## src/rtl/interp_timing_ctrl_pkg.sv

```systemverilog
// Shared definitions for the symbol-timing controller: default widths,
// the fractional format constant and the controller FSM encoding.
package interp_timing_ctrl_pkg;

  // Sample / mu / NCO / step width and the nominal NCO step (0.5 in Q0.W).
  localparam int W_DEF = 19;
  localparam logic [W_DEF-1:0] NOM_W_DEF = 19'h40000;

  // 1.0 in the Q0.W format; one bit wider than the format itself.
  localparam logic [W_DEF:0] ONE = {1'b1, {W_DEF{1'b0}}};

  // Controller states. busy is simply "state is not IDLE".
  typedef enum logic [1:0] {
    ST_IDLE = 2'd0,
    ST_DIV  = 2'd1,
    ST_DONE = 2'd2
  } state_e;

endpackage

```

## src/rtl/interp_timing_ctrl_div.sv

```systemverilog
// Serial restoring fractional divider: quot = floor(dividend * 2^W / divisor),
// one quotient bit per clock, MSB first, W iterations.
//
// Handshake: start_i is a single-cycle request that is only honoured when
// the caller knows the divider is idle; it latches the operands. last_o is
// high during the cycle in which the final quotient bit is produced, so
// quot_o holds the complete result from the following cycle until the next
// start_i. The caller guarantees dividend_i < divisor_i and divisor_i != 0.
module serial_frac_div #(
  parameter int W = 19
) (
  input  logic         clk_i,
  input  logic         rst_ni,
  input  logic         start_i,
  input  logic [W-1:0] dividend_i,
  input  logic [W-1:0] divisor_i,
  output logic         last_o,
  output logic [W-1:0] quot_o
);

  localparam int CW = $clog2(W);

  logic          run_q;
  logic [CW-1:0] cnt_q;
  logic [W-1:0]  rem_q;
  logic [W-1:0]  div_q;
  logic [W-1:0]  quot_q;

  logic [W:0]    rem_sh;
  logic          ge;
  logic [W-1:0]  rem_sub;

  // Trial subtraction of the shifted partial remainder. The remainder is
  // always below the divisor, so the difference fits back into W bits.
  always_comb begin
    rem_sh  = {rem_q, 1'b0};
    ge      = (rem_sh >= {1'b0, div_q});
    rem_sub = rem_sh[W-1:0] - div_q;
  end

  // Operand latch, one restoring step per cycle, and the iteration counter.
  always_ff @(posedge clk_i) begin
    if (!rst_ni) begin
      run_q  <= 1'b0;
      cnt_q  <= '0;
      rem_q  <= '0;
      div_q  <= '0;
      quot_q <= '0;
    end else if (start_i) begin
      run_q  <= 1'b1;
      cnt_q  <= '0;
      rem_q  <= dividend_i;
      div_q  <= divisor_i;
      quot_q <= '0;
    end else if (run_q) begin
      rem_q  <= ge ? rem_sub : rem_sh[W-1:0];
      quot_q <= {quot_q[W-2:0], ge};
      cnt_q  <= cnt_q + CW'(1);
      if (cnt_q == CW'(W - 1)) begin
        run_q <= 1'b0;
      end
    end
  end

  assign last_o = run_q && (cnt_q == CW'(W - 1));
  assign quot_o = quot_q;

endmodule

```

## src/rtl/interp_timing_ctrl.sv

```systemverilog
// Symbol-timing controller: a modulo-1 decrementing NCO stepped by the
// nominal step plus the loop-filter correction. Each NCO underflow pulses
// strobe and, if the divider is free, computes mu = eta / w for the
// interpolator.
module interp_timing_ctrl
  import interp_timing_ctrl_pkg::*;
#(
  parameter int          W     = W_DEF,
  parameter logic [W-1:0] NOM_W = W'(NOM_W_DEF)
) (
  input  logic         clk,
  input  logic         rst_n,
  input  logic         smp_valid,
  input  logic [W-1:0] loop_v,
  output logic         strobe,
  output logic [W-1:0] mu,
  output logic         mu_valid,
  output logic         busy,
  output logic         overrun,
  output logic [1:0]   dbg_state
);

  // 1.0 at the configured width; steps at or above it saturate to 1 - 2^-W.
  localparam logic [W+1:0] STEP_LIM = (W == W_DEF) ? (W+2)'(ONE)
                                                   : ((W+2)'(1) << W);

  state_e        state_q, state_d;
  logic [W-1:0]  eta_q;
  logic [W-1:0]  mu_q, mu_d;
  logic          mu_valid_q, mu_valid_d;
  logic          strobe_q;
  logic          overrun_q;

  logic [W+1:0]  step_raw;
  logic [W-1:0]  w_step;
  logic          underflow;
  logic          div_start;
  logic          div_last;
  logic [W-1:0]  div_quot;

  // Step = nominal + signed correction, clamped to [1, 2^W-1] so the
  // divider never sees a zero divisor. Two guard bits keep the sum exact.
  always_comb begin
    step_raw = {2'b00, NOM_W} + {{2{loop_v[W-1]}}, loop_v};
    w_step   = step_raw[W-1:0];
    if (step_raw[W+1] || (step_raw == '0)) begin
      w_step = W'(1);
    end else if (step_raw >= STEP_LIM) begin
      w_step = '1;
    end
  end

  assign underflow = smp_valid && (eta_q < w_step);
  assign div_start = underflow && (state_q == ST_IDLE);

  // NCO: decrements modulo 2^W on every sample, independent of the divider.
  always_ff @(posedge clk) begin
    if (!rst_n) begin
      eta_q <= '1;
    end else if (smp_valid) begin
      eta_q <= eta_q - w_step;
    end
  end

  serial_frac_div #(
    .W (W)
  ) u_div (
    .clk_i      (clk),
    .rst_ni     (rst_n),
    .start_i    (div_start),
    .dividend_i (eta_q),
    .divisor_i  (w_step),
    .last_o     (div_last),
    .quot_o     (div_quot)
  );

  // Controller state, mu output register, strobe and sticky overrun flag.
  always_ff @(posedge clk) begin
    if (!rst_n) begin
      state_q    <= ST_IDLE;
      mu_q       <= '0;
      mu_valid_q <= 1'b0;
      strobe_q   <= 1'b0;
      overrun_q  <= 1'b0;
    end else begin
      state_q    <= state_d;
      mu_q       <= mu_d;
      mu_valid_q <= mu_valid_d;
      strobe_q   <= underflow;
      overrun_q  <= overrun_q | (underflow && (state_q != ST_IDLE));
    end
  end

  // Next-state logic: IDLE waits for an underflow, DIV waits for the last
  // quotient bit, DONE publishes mu for one cycle.
  always_comb begin
    state_d    = state_q;
    mu_d       = mu_q;
    mu_valid_d = 1'b0;
    case (state_q)
      ST_IDLE: if (underflow) state_d = ST_DIV;
      ST_DIV:  if (div_last)  state_d = ST_DONE;
      ST_DONE: begin
        mu_d       = div_quot;
        mu_valid_d = 1'b1;
        state_d    = ST_IDLE;
      end
      default: state_d = ST_IDLE;
    endcase
  end

  assign strobe    = strobe_q;
  assign mu        = mu_q;
  assign mu_valid  = mu_valid_q;
  assign busy      = (state_q != ST_IDLE);
  assign overrun   = overrun_q;
  assign dbg_state = state_q;

endmodule
```

## config.mk

```make
export PLATFORM = sky130hd
export DESIGN_NAME = interp_timing_ctrl
export DESIGN_NICKNAME = d
export VERILOG_FILES = /design/src/rtl/interp_timing_ctrl_pkg.sv /design/src/rtl/interp_timing_ctrl_div.sv /design/src/rtl/interp_timing_ctrl.sv
export SDC_FILE = /design/constraint.sdc
export NUM_CORES = 1
export LEC_CHECK = 0
export ABC_AREA = 1
export BUFFER_PORTS_ARGS = -buffer_cell sky130_fd_sc_hd__buf_2
export CORE_MARGIN = 5
export CORE_UTILIZATION = 40
export CTS_BUF_LIST = sky130_fd_sc_hd__clkbuf_16
export CTS_CLUSTER_SIZE = 30
export DETAILED_ROUTE_END_ITERATION = 10
export HOLD_SLACK_MARGIN = 0.05
export PLACE_DENSITY = 0.64
export SYNTH_ARGS = -nofsm -noshare
export SYNTH_HDL_FRONTEND = slang
export SYNTH_SLANG_ARGS = --single-unit
```

## constraint.sdc

```tcl
create_clock -name clk -period 6.7 [get_ports clk]
set_clock_uncertainty 0.2 [all_clocks]
set_input_delay 0.335 -clock clk [delete_from_list [all_inputs] [get_ports clk]]
set_output_delay 0.335 -clock clk [all_outputs]
set_load 0.03 [all_outputs]
```

After elaboration in Yosys (flattened, before gate mapping)
Index checks and enable logic that the tools add are counted.
- $add $sub $neg: 4
- order comparisons: 3
- eq/ne operators: 5
- muxes and demuxes: 12
- bitwise operators: 2
- reductions and logical operators: 11
- operator list (cell ; number):
    $mux 19 ; 5
    $sub 19x19->19 ; 2
    $add 20x19->21 const A ; 1
    $ge 21x20->1 const B ; 1
    $logic_not 21->1 ; 1
    $ge 20x19->1 ; 1
    $lt 19x19->1 ; 1
    $add 5x1->5 const B ; 1
    $eq 5x5->1 const B ; 1
    $logic_and 1x1->1 ; 4
    $mux 1 ; 4
    $mux 2 ; 2
    $ne 2x2->1 const B ; 2
    $pmux 2 s2 ; 1
    $reduce_bool 2->1 ; 2
    $eq 2x1->1 const B ; 1
    $eq 2x2->1 const B ; 1
    $logic_not 2->1 ; 1
    $reduce_and 2->1 ; 1
    $reduce_or 2->1 ; 1
    $logic_or 1x1->1 ; 1
    $not 1->1 ; 1
    $or 1x1->1 ; 1
- bits in registers: 106
- input bits: 22
- output and inout bits: 25
- logic and storage cells: 48

Longest topological paths before layout
Gate-level depths: netlist of the first run.
- depth after elaboration: 8
- mapped depth: 18
- mapped depth without buffers: 18

Hierarchy
From an unflattened synthesis of the first run, not the netlist that was laid out.
- cells, all modules: 1004
- area total of the unflattened synthesis: 6622.6 µm²
- modules (own cells, without submodules) (module ; instances ; cells each ; area an instance (µm²)):
    serial_frac_div ; 1 ; 581 ; 3942.5
    interp_timing_ctrl ; 1 ; 423 ; 2680.1

Least setup slack after synthesis of the first run
No wires, ideal clock.
- path type: in2reg
- start point: in loop_v[14]
- end point: reg eta_q[16]
- data arrival time: 2219 ps
- required time: 6426 ps
- path slack: 4206 ps
- cell stages on the path: 12
- cells stage by stage: inv_1 nand4_1 nor3_1 a41o_1 ha_1 fa_1 o21ai_0 nand3_1 nand4_1 a21oi_1 xor2_1 o21ai_0
- longest elaborated chain between the ends: 5
- RTL lines (item ; line ; text):
    start: declaration ; interp_timing_ctrl.sv:14 ; input logic [W-1:0] loop_v,
    $add 20x19->21 * ; interp_timing_ctrl.sv:44 ; step_raw = {2'b00, NOM_W} + {{2{loop_v[W-1]}}, loop_v};
    $ge 21x20->1 or $logic_not 21->1 (tied branches) ; interp_timing_ctrl.sv:48, interp_timing_ctrl.sv:46 ;
    $mux 19 or $logic_or 1x1->1 (tied branches) ; interp_timing_ctrl.sv:48, interp_timing_ctrl.sv:46 ;
    $mux 19 * ; interp_timing_ctrl.sv:46 ; if (step_raw[W+1] || (step_raw == '0)) begin
    named net u_div.divisor_i[0] ; interp_timing_ctrl_div.sv:16 ; input logic [W-1:0] divisor_i,
    $sub 19x19->19 * ; interp_timing_ctrl.sv:61 ; eta_q <= eta_q - w_step;
    end signal: assignment ; interp_timing_ctrl.sv:61 ;
    end: declaration ; interp_timing_ctrl.sv:28 ; logic [W-1:0] eta_q;
Mark *: on every way through the listed nets, which the timed path passes. The rest lies on a longest branch.
A chain may end at the register's enable or synchronous reset.

Worst setup path after layout of the first run
- start point: in loop_v[15]
- end point: reg u_div.rem_q[5]
- longest elaborated chain between the ends: 8
- RTL lines (item ; line ; text):
    $add 20x19->21 * ; interp_timing_ctrl.sv:44 ;
    $ge 21x20->1 or $logic_not 21->1 (tied branches) ; interp_timing_ctrl.sv:48, interp_timing_ctrl.sv:46 ;
    $mux 19 or $logic_or 1x1->1 (tied branches) ; interp_timing_ctrl.sv:48, interp_timing_ctrl.sv:46 ;
    $mux 19 * ; interp_timing_ctrl.sv:46 ;
    named net u_div.divisor_i[0] ; interp_timing_ctrl_div.sv:16 ;
    $lt 19x19->1 * ; interp_timing_ctrl.sv:53 ; assign underflow = smp_valid && (eta_q < w_step);
    $logic_and 1x1->1 * ; interp_timing_ctrl.sv:53 ;
    $logic_and 1x1->1 * ; interp_timing_ctrl.sv:54 ; assign div_start = underflow && (state_q == ST_IDLE);
    $mux 19 or $reduce_bool 2->1 (tied branches) ; -- ;
    end signal: assignment ; interp_timing_ctrl_div.sv:52 ; rem_q <= dividend_i;
    end signal: assignment ; interp_timing_ctrl_div.sv:56 ; rem_q <= ge ? rem_sub : rem_sh[W-1:0];
    end: declaration ; interp_timing_ctrl_div.sv:25 ; logic [W-1:0] rem_q;
Marks and branches as above.

==> results of run 1 <==
power by group:
group | internal, W | switching, W | leakage [nW]
logic | 0.000383 | 0.000750 | 2.40
clock network | 0.000269 | 0.000278 | 0.152
registers | 0.000685 | 0.0000452 | 0.865
layout by cell type (no fill, tap or decap), types with 4 or more instances in the layout:
cell	Yosys	routed
dfxtp_1	106	106
clkinv_8	0	4
or2_2	5	5
xnor2_1	7	7
inv_2	11	11
nand2_1	245	245
o22ai_2	18	18
buf_2	1	46
nand2_2	4	4
nand3_1	49	49
nand4_1	8	8
nor3_1	4	4
a21oi_1	82	82
ha_1	40	40
nor2_1	116	116
o21ai_0	55	55
inv_1	107	107
nand3b_1	8	8
o21bai_1	4	4
clkbuf_16	0	9
o21ai_1	5	5
xor2_1	9	9
layout make-up:
cell class	instances	share of cell area
Timing Repair Buffer	50	0.0370
Tap cell	216	0.0377
Clock inverter	7	0.0127
Sequential cell	106	0.296
Multi-Input combinational cell	693	0.522
Clock buffer	9	0.0314
Inverter	120	0.0631
registers in the layout, indices dropped and copies added, names as in the netlist:
signal and flops:
mu_valid 1, dbg_state 2, mu 19, u_div.div_q 19, u_div.cnt_q 5, u_div.quot_o 19
strobe 1, u_div.run_q 1, u_div.rem_q 19, overrun 1, eta_q 19
stage by stage:
stage          worst slack, ps  total power, W   util
2_1_floorplan             4210         0.00163      -
3_3_place_gp              3460         0.00187  0.429
3_5_place_dp              3390         0.00186  0.429
4_1_cts                   3190         0.00242  0.450
5_1_grt                   2920         0.00262  0.450
6_report                  3180         0.00241  0.450
critical path, stage by stage:
cell and delay (ps):
dlygate4sd3_1 530, buf_2 110, inv_1 110, nand4_1 220, nor3_1 200, a41o_1 240
ha_1 200, inv_1 50, nand3_1 60, nand3_1 150, nand2_1 130, nand3_2 150
nand3_4 110, nand3_4 230, nand2_2 300, inv_1 190, nand2_1 100, nand3_1 70
nand2_1 60, inv_1 40
metal layers:
| metal | vias up | wire length (um) | GRT usage |
|---|---|---|---|
| met5 | - | 0 | 0 |
| met1 | 2664 | 8490 | 0.262 |
| met4 | 0 | 288 | 0.0565 |
| li1 | 3141 | - | - |
| met2 | 102 | 7470 | 0.289 |
| met3 | 23 | 609 | 0.0263 |
cells by family (layout without fill, tap and decap cells):
group / count (synthesis) / in the layout / share of synthesized area
flip-flops: 106 / 106 / 0.326
XOR/XNOR: 16 / 16 / 0.0215
adder cells (fa/ha/maj): 42 / 42 / 0.0830
AND/OR/NAND/NOR: 456 / 456 / 0.303
buffers and inverters: 151 / 186 / 0.0986
AO/OA/AOI/OAI: 179 / 179 / 0.168
final timing paths:
path | start | endpoint | slack (ps) | cells after the start
worst max-delay path | loop_v[15] | u_div.rem_q[5]$_SDFFE_PN0P_ | 3180 | 20
worst min-delay path | loop_v[13] | u_div.div_q[13]$_SDFFE_PN0P_ | 70 | 3
worst max register to register | eta_q[12]$_SDFFE_PN1P_ | u_div.rem_q[5]$_SDFFE_PN0P_ | 4000 | 13
worst min register to register | u_div.quot_o[18]$_SDFFE_PP0P_ | u_div.quot_o[18]$_SDFFE_PP0P_ | 270 | 2
==> impl_metrics.ini, run 1 <==
[setup_path]
crit_type = primary input to flop
required_ps = 6750
worst-path-max-fanout = 14
start_kind = primary input
end_kind = flop
critPathArrivalTime_ps = 3570

[grt]
grt_pass1_wl_mm = 27.7
grt_pass1_vias = 5628
grt_max_degree = 43
track_usage = 0.184
grt_overflow = 0
antenna_found_initial = 0

[logic_synthesis]
async_reset_ff_frac = 0
synth_edf_count = 0
yosysTopAreaCell = dfxtp_1
yosys_warnings = 0
synth_seq_area_share = 0.326
synth_ff_type = dfxtp_1
ys_ff_latch = 106
yosysMostFrequentCell = nand2_1
netlist_top_cells_area = dfxtp_1 33%, nand2_1 14%, ha_1 7.7%
synth_cell_type_count = 50
syn_avg_cell_area_um2 = 6.85
syn_nets = 1014
ys_top_cells_by_count = 245 x nand2_1, 116 x nor2_1, 107 x inv_1, 106 x dfxtp_1, 82 x a21oi_1
netlist_area_um2 = 6510
synth_top_area_share = 0.326
syn_inst = 950

[clocking]
cts_tree = built
cts.sink_count = 106
cts_inserted_buffers = 9
cts_root_buf = clkbuf_16
htreeDepth = 3
cts_resized = 0
clock_latency_ps = 370
ctsHoldBuffers = 2
cts_buffer_depth = 2
post_cts_buffers = 0
clk_pin_slew_ps = 80

[detailed_routing]
drt_iter0_drc = 361
drtAntennaViolNets = 0
drc_errors = 0
drt_pass1_iterations = 5
via_per_inst = 4.94
vias = 5930
routed_wl_mm = 16.9
avgRoutedWirePerCell_um = 14.0

[placement]
dpl_cell_area_um2 = 6840
dp_hpwl_mm = 13.0
port_buffers = 46
dp.cells = 1183
gp_congestion = 0.901

[floorplan]
dieArea_um2 = 18900
core.rowCount = 46
initial_utilization = 0.408
core-area_um2 = 15900
die_h_um = 138
die_w_um = 138
pin_count = 47

[finish]
antenna_cells = 0
multi_input_area_um2 = 3750
syn2layout_area_growth_pct = 10.2
finalInstanceArea_um2 = 7170
regArea_um2 = 2120
nets = 1044
drive_gt1_frac = 0.121
final_cells = 1201
nFillCells = 1675

[pwr]
ir_worst_vdd_v = 0.000125
leakage_nw = 3.42
power_density_nw_per_um2 = 336

[sta]
rsz0062_at_grt = false
finalCritPeriodShare = 0.525
tns_ps = 0
final_hold_viol_count = 0
finalSetupViolCount = 0
timing.fmax_mhz = 284
slew_headroom = 0.538
drv_slew = 0
hold_ws_ps = 67.7
min_period_ps = 3520
tightest_slew_ps = 692

[run_status]
status = complete, no violations

[min_path]
worst_hold_path_type = primary input to flop

[run]
max_cap_viol_count = 0
Power figures use the tool's default switching activity.
==> run 2: changes to the inputs <==
--- a/config.mk
+++ b/config.mk
@@ -13,7 +13,7 @@
 export CTS_CLUSTER_SIZE = 30
 export DETAILED_ROUTE_END_ITERATION = 10
 export HOLD_SLACK_MARGIN = 0.05
-export PLACE_DENSITY = 0.64
+export PLACE_DENSITY = 0.66
 export SYNTH_ARGS = -nofsm -noshare
 export SYNTH_HDL_FRONTEND = slang
 export SYNTH_SLANG_ARGS = --single-unit
==> constraint.sdc (replaced) <==
create_clock -name clk -period 2.83 [get_ports clk]
set_clock_uncertainty 0.2 [all_clocks]
set_input_delay 0.1415 -clock clk [delete_from_list [all_inputs] [get_ports clk]]
set_output_delay 0.1415 -clock clk [all_outputs]
set_load 0.03 [all_outputs]
==> run 2 against run 1 <==
Effect of this change: critical path depth down 2; register-to-register slack got worse by 3800 ps; die area is the same; design area rose by 5.2%; hold slack gained 20 ps; flip-flop and latch count did not move; clock power increased by 120%; total power rose by 140%; cell count grew 3.1%; critical endpoint is now u_div.rem_q[18]$_SDFFE_PN0P_; highest routed layer unchanged.
==> impl_metrics.ini, run 2 (synthesized netlist as in run 1, its figures left out) <==
[run_status]
status = complete, no violations

[detailed_routing]
routed_wl_mm = 17.0
drt_pass1_iterations = 5
drtAntennaViolNets = 0
via_per_inst = 4.92
avgRoutedWirePerCell_um = 13.7
drc_errors = 0
vias = 6088
drt_iter0_drc = 437

[sta]
tightest_slew_ps = 487
drv_slew = 0
rsz0062_at_grt = false
min_period_ps = 2650
final_hold_viol_count = 0
tns_ps = 0
finalCritPeriodShare = 0.938
timing.fmax_mhz = 377
finalSetupViolCount = 0
slew_headroom = 0.673

[grt]
met2_usage = 0.291
antenna_found_initial = 0
grt_overflow = 0
grt_use_met3 = 0.0212
grt_pass1_vias = 5708
track_usage = 0.186
grt_pass1_wl_mm = 28.0
busiest_layer = met2
grt_max_degree = 43
gr-usage-met1 = 0.270

[placement]
dpl_cell_area_um2 = 6960
gp_congestion = 0.894
port_buffers = 46
dp_hpwl_mm = 12.8

[finish]
antenna_cells = 0
finalInstanceArea_um2 = 7540
syn2layout_area_growth_pct = 15.9
drive_gt1_frac = 0.142
final_common_cell = nand2_1
final_cell_mix = 242 x nand2_1, 116 x nor2_1, 107 x inv_1, 106 x dfxtp_1, 81 x a21oi_1
nets = 1081

[pwr]
power_density_nw_per_um2 = 752
ir_worst_vdd_v = 0.000277
leakage_nw = 3.60

[floorplan]
die_h_um = 138
pin_count = 47
dieArea_um2 = 18900
die_w_um = 138
core-area_um2 = 15900
core.rowCount = 46
initial_utilization = 0.408

[setup_path]
critPathTopFamily = simple AND/OR/NAND/NOR gates
crit_top_cell = nand3_4
start_kind = primary input
critPathArrivalTime_ps = 2700
path_buf_inv = 5
worst-path-max-fanout = 8
crit_type = primary input to flop
end_kind = flop
max_stage_delay_ps = 530
path_cells = dlygate4sd3_1 -> buf_2 -> nor4_4 -> a41o_1 -> ha_2 -> inv_1 -> nand3_1 -> nand3_2 -> nand2_2 -> nand3_4 -> nand3_4 -> nand3_4 -> nand2_4 -> clkinvlp_4 -> nand2_1 -> nand3_1 -> nand2_1 -> inv_1
crit_slowest_cell = dlygate4sd3_1
required_ps = 2880

[clocking]
htreeDepth = 3
cts_buffer_depth = 2
cts_inserted_buffers = 9
cts_root_buf = clkbuf_16
clk_pin_slew_ps = 80
clock_latency_ps = 350
cts.sink_count = 106
cts_tree = built

[run]
max_cap_viol_count = 0

[min_path]
worst_hold_path_type = primary input to flop
## run 2: changes by cell type in the layout (fill, tap and decap cells not counted), sizes merged
cell | before | now
clkinv | 5 | 3
dlymetal6s4s | 0 | 2
nand2 | 251 | 252
buf | 48 | 65
dlygate4sd3 | 2 | 19
clkinvlp | 0 | 2
## run 2: per-stage QoR
step | hold WS, ps | worst slack, ps | cells | power (W) | utilization
2_1_floorplan | 45.1 | 530 | 950 | 0.00386 | -
3_3_place_gp | 220 | 120 | 1199 | 0.00440 | 0.436
3_5_place_dp | 212 | 84.8 | 1199 | 0.00441 | 0.436
4_1_cts | 269 | 25.7 | 1236 | 0.00563 | 0.467
5_1_grt | 102 | 2.17 | 1238 | 0.00618 | 0.473
6_report | 88.0 | 177 | 1238 | 0.00567 | 0.473
## run 2: per-layer routing
metal	up-vias	routed length (um)
met5	-	0
met4	0	181
met3	12	741
met2	120	7540
met1	2745	8510
li1	3211	-
## run 2: cell type report
type / instances / area, um^2
Clock buffer: 9 / 225
Clock inverter: 7 / 52.6
Fill cell: 1666 / 8400
Inverter: 120 / 457
Multi-Input combinational cell: 694 / 3820
Sequential cell: 106 / 2120
Tap cell: 216 / 270
Timing Repair Buffer: 86 / 599
## run 2: path summary, 6_finish.rpt
path         depth (start not counted)                          start                            end  slack, ps
max                                 18                      loop_v[6]   u_div.rem_q[18]$_SDFFE_PN0P_        180
min                                  3                      loop_v[7]    u_div.div_q[7]$_SDFFE_PN0P_         90
max reg2reg                         15    u_div.div_q[2]$_SDFFE_PN0P_    u_div.rem_q[9]$_SDFFE_PN0P_        230
min reg2reg                          2  u_div.quot_o[18]$_SDFFE_PP0P_  u_div.quot_o[18]$_SDFFE_PP0P_        270
## run 2: power by group
part           switching [W]  internal (W)  leakage (nW)
Clock               0.000579      0.000607         0.141
Sequential         0.0000988       0.00162         0.865
Combinational        0.00179      0.000977          2.59
## run 2: what timing repair did
item / 4_1_cts / 5_1_grt
endpoints found under the hold margin: 42 / 0
gates resized for setup: 0 / 17
hold buffers: 21 / 0
setup buffers: 0 / 3
setup endpoints to repair: 0 / 67
## run 2: worst reg2reg max path, stage by stage, from the launching register on
cell     delay [ps]
dfxtp_1         330
inv_1            80
ha_1            370
nand2_1         150
inv_2            60
nand2_1          80
nand3_2         100
nand2_1          80
nand3_1         120
nand2_2         200
nand2_8         150
or2_2           310
nand2_1          70
nor2_1           40
nor2_1          100
nor2_1           40
==> run 3: changes to the inputs <==
--- a/config.mk
+++ b/config.mk
@@ -14,6 +14,7 @@
 export DETAILED_ROUTE_END_ITERATION = 10
 export HOLD_SLACK_MARGIN = 0.05
 export PLACE_DENSITY = 0.66
+export SETUP_SLACK_MARGIN = 0.5
 export SYNTH_ARGS = -nofsm -noshare
 export SYNTH_HDL_FRONTEND = slang
 export SYNTH_SLANG_ARGS = --single-unit
==> constraint.sdc (replaced) <==
create_clock -name clk -period 2.83 [get_ports clk]
set_clock_uncertainty 0.2 [all_clocks]
set_input_delay 0.566 -clock clk [delete_from_list [all_inputs] [get_ports clk]]
set_output_delay 0.566 -clock clk [all_outputs]
set_load 0.03 [all_outputs]
==> run 3 against run 2 <==
Effect of this change: via count up 6.7%; combinational power rose by 21%; routed wire length up 11%; sequential power barely moved; non-clock buffer count increased by 42; critical path depth is the same.
==> impl_metrics.ini, run 3 (synthesized netlist as in run 1, its figures left out) <==
[detailed_routing]
drtAntennaViolNets = 0
avgRoutedWirePerCell_um = 14.8
via_per_inst = 5.07
drt_pass1_iterations = 5
drc_errors = 0
vias = 6497
drt_iter0_drc = 506
routed_wl_mm = 18.9

[floorplan]
pin_count = 47
die_h_um = 138
die_w_um = 138
initial_utilization = 0.408
dieArea_um2 = 18900
core.rowCount = 46
core-area_um2 = 15900

[setup_path]
end_kind = flop
start_kind = primary input
crit_type = primary input to flop
required_ps = 2860
worst-path-max-fanout = 7
critPathArrivalTime_ps = 2710

[clocking]
cts_root_buf = clkbuf_16
ctsHoldBuffers = 0
cts_buffer_depth = 2
htreeDepth = 3
clk_pin_slew_ps = 70
clock_latency_ps = 350
cts_tree = built
cts_inserted_buffers = 9
cts.sink_count = 106

[grt]
grt_max_degree = 34
track_usage = 0.196
grt_pass1_vias = 5971
antenna_found_initial = 0
grt_overflow = 0
grt_pass1_wl_mm = 29.8

[pwr]
sw_frac_of_total = 0.437
power_density_nw_per_um2 = 746
combPwrFrac = 0.533
p_int_w = 0.00355
ir_worst_vdd_v = 0.000345
clock_power_share = 0.193
p_switching_w = 0.00275
power_frac_seq = 0.274
leakage_nw = 3.97

[sta]
finalCritPeriodShare = 0.947
drv_slew = 0
final_hold_viol_count = 0
tns_ps = 0
finalSetupViolCount = 0
hold_ws_ps = 272
rsz0062_at_grt = true
tightest_slew_ps = 781
min_period_ps = 2680
timing.fmax_mhz = 373
slew_headroom = 0.479

[finish]
final_common_cell = nand2_1
drive_gt1_frac = 0.254
nets = 1124
antenna_cells = 0
final_cells = 1281
final_cell_mix = 237 x nand2_1, 113 x nor2_1, 106 x dfxtp_1, 98 x inv_1, 57 x a21oi_1
finalInstanceArea_um2 = 8430
syn2layout_area_growth_pct = 29.6

[min_path]
worst_hold_path_type = flop to flop

[placement]
dp.cells = 1232
dp_hpwl_mm = 13.2
dpl_cell_area_um2 = 7320
port_buffers = 46
gp_congestion = 0.875

[run]
max_cap_viol_count = 0

[run_status]
status = complete, no violations
==> run 3: final timing paths <==
path / slack (ps) / end / depth (start not counted) / startpoint
max reg2reg: 300 / u_div.rem_q[8]$_SDFFE_PN0P_ / 16 / u_div.div_q[2]$_SDFFE_PN0P_
max: 150 / u_div.div_q[11]$_SDFFE_PN0P_ / 18 / loop_v[9]
min reg2reg: 270 / eta_q[0]$_SDFFE_PN1P_ / 2 / eta_q[0]$_SDFFE_PN1P_
min: 270 / eta_q[0]$_SDFFE_PN1P_ / 2 / eta_q[0]$_SDFFE_PN1P_
==> run 3: worst max-delay path, stage by stage <==
cell     delay, ps
buf_8          100
nor2_4          80
nand4_1        160
nor3_1         190
a41o_1         230
ha_2           200
inv_2           40
nand3_2         50
nand3_2         80
nand2_2         90
nand3_4         90
nand3_4         90
nand3_4        130
buf_6          180
nand2_8        110
buf_12         120
buf_12         120
o22ai_2         70
==> run 3: per-stage QoR <==
stage	power [W]	worst slack [ps]	util
6_report	0.00630	149	0.529
5_1_grt	0.00673	18.1	0.529
4_1_cts	0.00612	154	0.511
3_5_place_dp	0.00452	-232	0.459
3_3_place_gp	0.00451	-221	0.459
2_1_floorplan	0.00388	266	-
==> run 3: area by class of cell <==
cell class | instances | area [um^2]
Fill cell | 1503 | 7510
Multi-Input combinational cell | 694 | 4090
Sequential cell | 106 | 2120
Timing Repair Buffer | 128 | 1140
Inverter | 120 | 509
Tap cell | 216 | 270
Clock buffer | 9 | 225
Clock inverter | 7 | 65.1
Timing Repair inverter | 1 | 11.3
==> run 3: timing repair <==
item / 4_1_cts / 5_1_grt
setup buffers: 16 / 11
pin swaps: 23 / 35
cloned: 5 / 1
setup endpoints to repair: 81 / 82
resized for setup: 77 / 52
==> run 3: metal layers <==
layer	vias to the layer above	track usage	wire, um
li1	3304	-	-
met1	2999	0.275	8830
met2	174	0.324	8930
met3	20	0.0212	918
met4	0	0.0410	229
met5	-	0	0
==> run 3: power groups by stage <==
stage	Combinational, W	Clock [W]	Sequential (W)
after CTS	0.00317	0.00123	0.00172
after global placement	0.00276	0	0.00175
after floorplan	0.00215	0	0.00173
after detailed placement	0.00277	0	0.00175
after global routing	0.00369	0.00130	0.00174
final	0.00336	0.00122	0.00172
